--- src/rtl/gray_pos_decoder.sv ---
// gray_pos_decoder: Gray-to-binary decoder with step classification and signed position tracking
//
// Ports:
//   clk        rising-edge clock
//   rst        synchronous reset, active-high, highest priority
//   in_valid   gray_in is sampled on this edge when high
//   gray_in    Gray-coded position word (W bits)
//   clr_err    clears err_sticky; a same-cycle step error wins
//   out_valid  one-cycle pulse: bin_out and flags updated
//   bin_out    binary value of the last accepted sample
//   dir_up     pulse: sample = previous + 1 (mod 2^W)
//   dir_down   pulse: sample = previous - 1 (mod 2^W)
//   step_err   pulse: sample moved by more than one step
//   err_sticky latched OR of step_err since reset or clear
//   pos_count  signed two's-complement running position (CNT_W bits)
//
// Build option SYNC2_EN: gray_in and in_valid pass through two-flop
// synchronizers first, adding two edges of latency.
module gray_pos_decoder #(
    parameter int W     = 4,
    parameter int CNT_W = 16
) (
    input  logic             clk,
    input  logic             rst,
    input  logic             in_valid,
    input  logic [W-1:0]     gray_in,
    input  logic             clr_err,
    output logic             out_valid,
    output logic [W-1:0]     bin_out,
    output logic             dir_up,
    output logic             dir_down,
    output logic             step_err,
    output logic             err_sticky,
    output logic [CNT_W-1:0] pos_count
);
    typedef enum logic {IDLE, TRACK} state_t;

    state_t             r_state;
    state_t             w_state_nxt;
    logic               w_valid;
    logic [W-1:0]       w_gray;
    logic [W-1:0]       w_bin;
    logic [W-1:0]       w_diff;
    logic [W-1:0]       r_prev;
    logic               w_track;
    logic               w_up;
    logic               w_down;
    logic               w_err;
    logic [CNT_W-1:0]   w_pos_nxt;

`ifdef SYNC2_EN
    logic [1:0]   r_v_sync;
    logic [W-1:0] r_g_s1;
    logic [W-1:0] r_g_s2;

    always_ff @(posedge clk) begin
        if (rst) begin
            r_v_sync <= '0;
            r_g_s1   <= '0;
            r_g_s2   <= '0;
        end else begin
            r_v_sync <= {r_v_sync[0], in_valid};
            r_g_s1   <= gray_in;
            r_g_s2   <= r_g_s1;
        end
    end

    assign w_valid = r_v_sync[1];
    assign w_gray  = r_g_s2;
`else
    assign w_valid = in_valid;
    assign w_gray  = gray_in;
`endif

    // Each binary bit is the XOR of all Gray bits at and above it.
    always_comb begin
        w_bin = '0;
        for (int i = 0; i < W; i++) w_bin[i] = ^(w_gray >> i);
    end

    // Modular difference makes the 2^W-1 <-> 0 wrap a single step.
    assign w_diff = w_bin - r_prev;

    always_comb begin
        w_state_nxt = w_valid ? TRACK : r_state;
        w_track     = w_valid && (r_state == TRACK);
        w_up        = w_track && (w_diff == W'(1));
        w_down      = w_track && (w_diff == '1) && !w_up;
        w_err       = w_track && (w_diff != '0) && !w_up && !w_down;
        w_pos_nxt   = w_up ? pos_count + CNT_W'(1) : w_down ? pos_count - CNT_W'(1) : pos_count;
    end

    always_ff @(posedge clk) begin
        if (rst) begin
            r_state    <= IDLE;
            r_prev     <= '0;
            out_valid  <= 1'b0;
            bin_out    <= '0;
            dir_up     <= 1'b0;
            dir_down   <= 1'b0;
            step_err   <= 1'b0;
            err_sticky <= 1'b0;
            pos_count  <= '0;
        end else begin
            r_state    <= w_state_nxt;
            out_valid  <= w_valid;
            dir_up     <= w_up;
            dir_down   <= w_down;
            step_err   <= w_err;
            err_sticky <= w_err | (err_sticky & ~clr_err);
            pos_count  <= w_pos_nxt;
            if (w_valid) begin
                r_prev  <= w_bin;
                bin_out <= w_bin;
            end
        end
    end
endmodule

--- config.mk ---
export PLATFORM = sky130hd
export DESIGN_NAME = gray_pos_decoder
export DESIGN_NICKNAME = d
export VERILOG_FILES = /design/src/rtl/gray_pos_decoder.sv
export SDC_FILE = /design/constraint.sdc
export NUM_CORES = 1
export LEC_CHECK = 0
export CAP_MARGIN = 20
export CORE_AREA = 2 2 74 76
export CTS_CLUSTER_DIAMETER = 60
export DETAILED_ROUTE_END_ITERATION = 8
export DIE_AREA = 0 0 76 78
export DONT_BUFFER_PORTS = 1
export PLACE_DENSITY = 0.56
export SETUP_SLACK_MARGIN = 0.15
export SLEW_MARGIN = 25
export SYNTH_ARGS = -nofsm -noshare
export SYNTH_HDL_FRONTEND = slang
export SYNTH_SLANG_ARGS = --single-unit
--- constraint.sdc ---
create_clock -name clk -period 7 [get_ports clk]
set_clock_uncertainty 0.1 [all_clocks]
set_input_delay 1.75 -clock clk [delete_from_list [all_inputs] [get_ports clk]]
set_output_delay 1.75 -clock clk [all_outputs]
set_load 0.01 [all_outputs]
# Word level (Yosys, flattened, before mapping)
# Index checks and enable logic that the tools add are counted.
# word_totals
input_bits	8
register_bits	26
wordCells	33
output_inout_bits	25
# op_classes
n_reduce_logical	15
eq_ne	2
muxes	2
addsub	3
bitwise	3
# ops
cell	count
$mux W16	2
$add A16 B1 Y16 const B	1
$reduce_xor A4 Y1	4
$sub A16 B1 Y16 const B	1
$logic_and A1 B1 Y1	7
$eq A4 B1 Y1 const B	1
$eq A4 B4 Y1 const B	1
$reduce_bool A4 Y1	1
$sub A4 B4 Y4	1
$logic_not A1 Y1	2
$reduce_bool A2 Y1	1
$and A1 B1 Y1	1
$not A1 Y1	1
$or A1 B1 Y1	1

# Logic depth before layout (Yosys ltp)
# logic_depth
ltp_word	9
mapped_depth	17
ltp_nobuf	16

# Worst setup path after synthesis
# No wires, ideal clock.
# synth_timing
path_type	input -> register
start	input port gray_in[3]
end	register pos_count[13]
cell_stages	16
arrival_ns	5.227
required_ns	6.776
n_path_buf	1
path_slack_ns	1.548
cell_sequence	xnor2_1 xnor2_1 xnor2_1 ha_1 fa_1 xor2_1 nand3_1 or3_1 buf_6 ha_1 a21o_1 a21oi_2 a211oi_1 o311ai_0 nor3b_1 o32ai_2
# synth_between
elab_chain_len	7
word_cells_on_any_way	13
classes_between	add/sub: 1; eq/ne: 2; mux: 1; reduce/logical: 9
# synth_rtl
item	line	source
start, declared	26	input logic [W-1:0] gray_in,
$reduce_xor A4 Y1 *	78	for (int i = 0; i < W; i++) w_bin[i] = ^(w_gray >> i);
net w_bin[1]	42	logic [W-1:0] w_bin;
$sub A4 B4 Y4 *	82	assign w_diff = w_bin - r_prev;
$eq A4 B1 Y1	87	w_up = w_track && (w_diff == W'(1));
$logic_and A1 B1 Y1	87	
$logic_not A1 Y1	88	w_down = w_track && (w_diff == '1) && !w_up;
$logic_and A1 B1 Y1	88	
$reduce_bool A2 Y1 (no line)	-	
end signal, assigned	111	pos_count <= w_pos_nxt;
end, declared	34	output logic [CNT_W-1:0] pos_count
# The timed path passes the listed nets; every way through them passes the cells marked *.
# A chain may end at the register's enable or synchronous reset.

# Worst setup path after layout
# Same ends and word-level chain as after synthesis.

==> reports/summary.txt <==
Status = completed
CP max stage delay = 0.72 ns
Layout cells sized above 1 = 0.0878
Area leader, netlist = dfxtp_1
Worst path required time = 7.09 ns
Layout area overhead = 6.07%
Slew HR = 0.368
Period utilization = 0.841
Area contributors post-synth = dfxtp_1, ha_1, xnor2_1
Multi-input logic area = 1240 um^2
Clock latency on the worst-skew pair = 0.28 ns
Crit path buf inv count = 0
Max VDD drop = 0.0000801 V
Largest net degree at the start of global routing = 29
Worst hold path type = reg2reg
Dominant delay contributor by cell family on the critical path = compound AO/OA/AOI/OAI gates
Hold depth = 2
Clock transition at path regs = 0.10 ns
Final std cells w/o fill = 275
Post-synth EDFFs = 0
Hold_buf cts = 0
Avg Cell Area, Syn = 8.87 um^2
RSZ-0062 raised after global routing = no
Grt ovf = 0
Clock sinks = 26
Fill cell count = 532
Tot Pwr = 0.454 mW
DRC Markers = 0
HPWL after DPL = 2850 um
Critical path cell sequence = xnor2_1, xnor2_1, xnor2_1, ha_1, fa_1, xor2_1, nand3_1, or3_1, ha_1, a21o_1, a21oi_2, a211oi_1, o311ai_0, a21boi_0, o32ai_2
R2R cell count = 12
Mapped Cells = 207
Fin. Hold Viols = 0
Post-CTS Resized = 0
Number of vias per cell = 5.29
Avg WL per Cell = 13.8 um
Share of the synthesized area in the top cell type = 0.284
Leak = 0.812 nW
Slowest CP cell = or3_1
Crit end category = register
Dominant synthesized flop cell = dfxtp_1
Post-DRT Antenna Nets = 0
Fin area = 1950 um^2
Die X = 76 um
Max Cap Violations = 0
First-pass GRT wire length = 6510 um
PD cells = 233 nW/um^2
Minimum clock period after layout = 5.89 ns
FF+latch area = 520 um^2
Most frequent CP cell = xnor2_1
GP Congestion = 0.789
Worst path depth = 15
Syn Std Cell Area = 1840 um^2
Die height = 78 um
Total CTS buffers = 3
DIE AREA = 5930 um^2
ANT cells = 0
Nets = 234
Core area = 5040 um^2
Port bufs = 0
Cell variety after synth = 51
H-tree depth = 1
Total GRT Usage = 0.132
DR iter-0 viols = 50
DR pass1 iterations = 4
Num ports = 33
Setup CP Type = in2reg
Dpl cell area = 1880 um^2
Initial antenna violation count = 0
Post-synth ARST share = 0
Synth cell count leaders = dfxtp_1, nor2_1, ha_1, a21oi_1, xnor2_1
Vias in the first global route = 1394
Root Driver = clkbuf_8
Arrival time worst endpoint = 5.98 ns
Via count = 1456
Count leader, synth = dfxtp_1
Crit-path max FO = 24
Dpl cells = 271
Worst Max-Slew Pin Slew = 0.949 ns
Max-slew violations = 0
Initial core utilization = 0.364
Final Setup Violations = 0
Row count = 26
Setup Buffers After CTS = 0
Achievable Freq = 0.170 GHz
Ys Warns = 0
Yosys reg bits = 26
Total negative slack = 0 ns
DRT Wirelength = 3790 um
Clk buf depth = 2
Syn_nets = 235
Sequential element share of the synthesized area = 0.284
TritonCTS clock tree = done
Startpoint Class = input port
power breakdown:
group	internal, mW	total (mW)	switching (mW)
clock	0.0766	0.128	0.0516
sequential	0.157	0.170	0.0130
combinational	0.0715	0.156	0.0844
total	0.305	0.454	0.149
stage by stage:
step | utilization | hold slack [ns] | setup WS, ns
2_1_floorplan | - | 0.348 | 1.55
3_3_place_gp | 0.372 | 0.361 | 0.940
3_5_place_dp | 0.372 | 0.377 | 0.803
4_1_cts | 0.386 | 0.402 | 1.09
5_1_grt | 0.386 | 0.440 | 0.686
6_report | 0.386 | 0.402 | 1.11
path summary, 6_finish.rpt:
kind	from	to	slack [ns]
setup / recovery	gray_in[3]	pos_count[13]	1.11
hold / removal	r_state	r_state	0.40
setup reg to reg	bin_out[0]	pos_count[13]	2.85
hold reg to reg	r_state	r_state	0.40
worst register-to-register path, delay by kind of cell (launching register included):
family	cells	cell delay [ns]
fa+ha+maj	3	1.16
simple gates	2	0.83
compound gates	6	1.37
flops	1	0.37
xor+xnor	1	0.24
layout make-up:
class                           count  share of cell area
Sequential cell                    26               0.267
Multi-Input combinational cell    168               0.638
Clock buffer                        3              0.0212
Inverter                            7              0.0135
Tap cell                           70              0.0450
Clock inverter                      1              0.0154
cells in the final DEF, fill, tap and decap left out, drive strengths merged, types with 3 or more instances in the layout:
cell type  instances
clkbuf             3
xnor2             10
nor3               6
o21ai              7
or3                3
nand3              9
nand2b             7
a31oi              3
a21oi             19
nor2              22
nand2              9
inv                7
xor2               4
ha                18
a21o               8
a211oi             4
nor2b              5
mux2i              7
dfxtp             26
kinds of logic (layout without fill, tap and decap cells):
group / Yosys count / in the layout / share of synthesized area
AO/OA/AOI/OAI: 53 / 53 / 0.198
XOR/XNOR: 14 / 14 / 0.0668
adder cells (fa/ha/maj): 20 / 20 / 0.145
buffers and inverters: 13 / 11 / 0.0402
flip-flops: 26 / 26 / 0.284
multiplexers: 7 / 7 / 0.0382
AND/OR/NAND/NOR: 74 / 74 / 0.228
state kept, by name (all words and copies together) (netlist names):
signal,cells
dir_up,1
step_err,1
r_state,1
out_valid,1
err_sticky,1
bin_out,4
pos_count,16
dir_down,1
metal layers:
layer	GRT usage	routed length [um]	vias to the layer above	share of wire
met5	0	0	-	0
met4	0.0382	32	0	0.0084
met3	0.0291	171	4	0.045
met2	0.218	1740	29	0.46
met1	0.174	1850	674	0.49
li1	-	-	749	-
(Power assumes the default switching activity.)
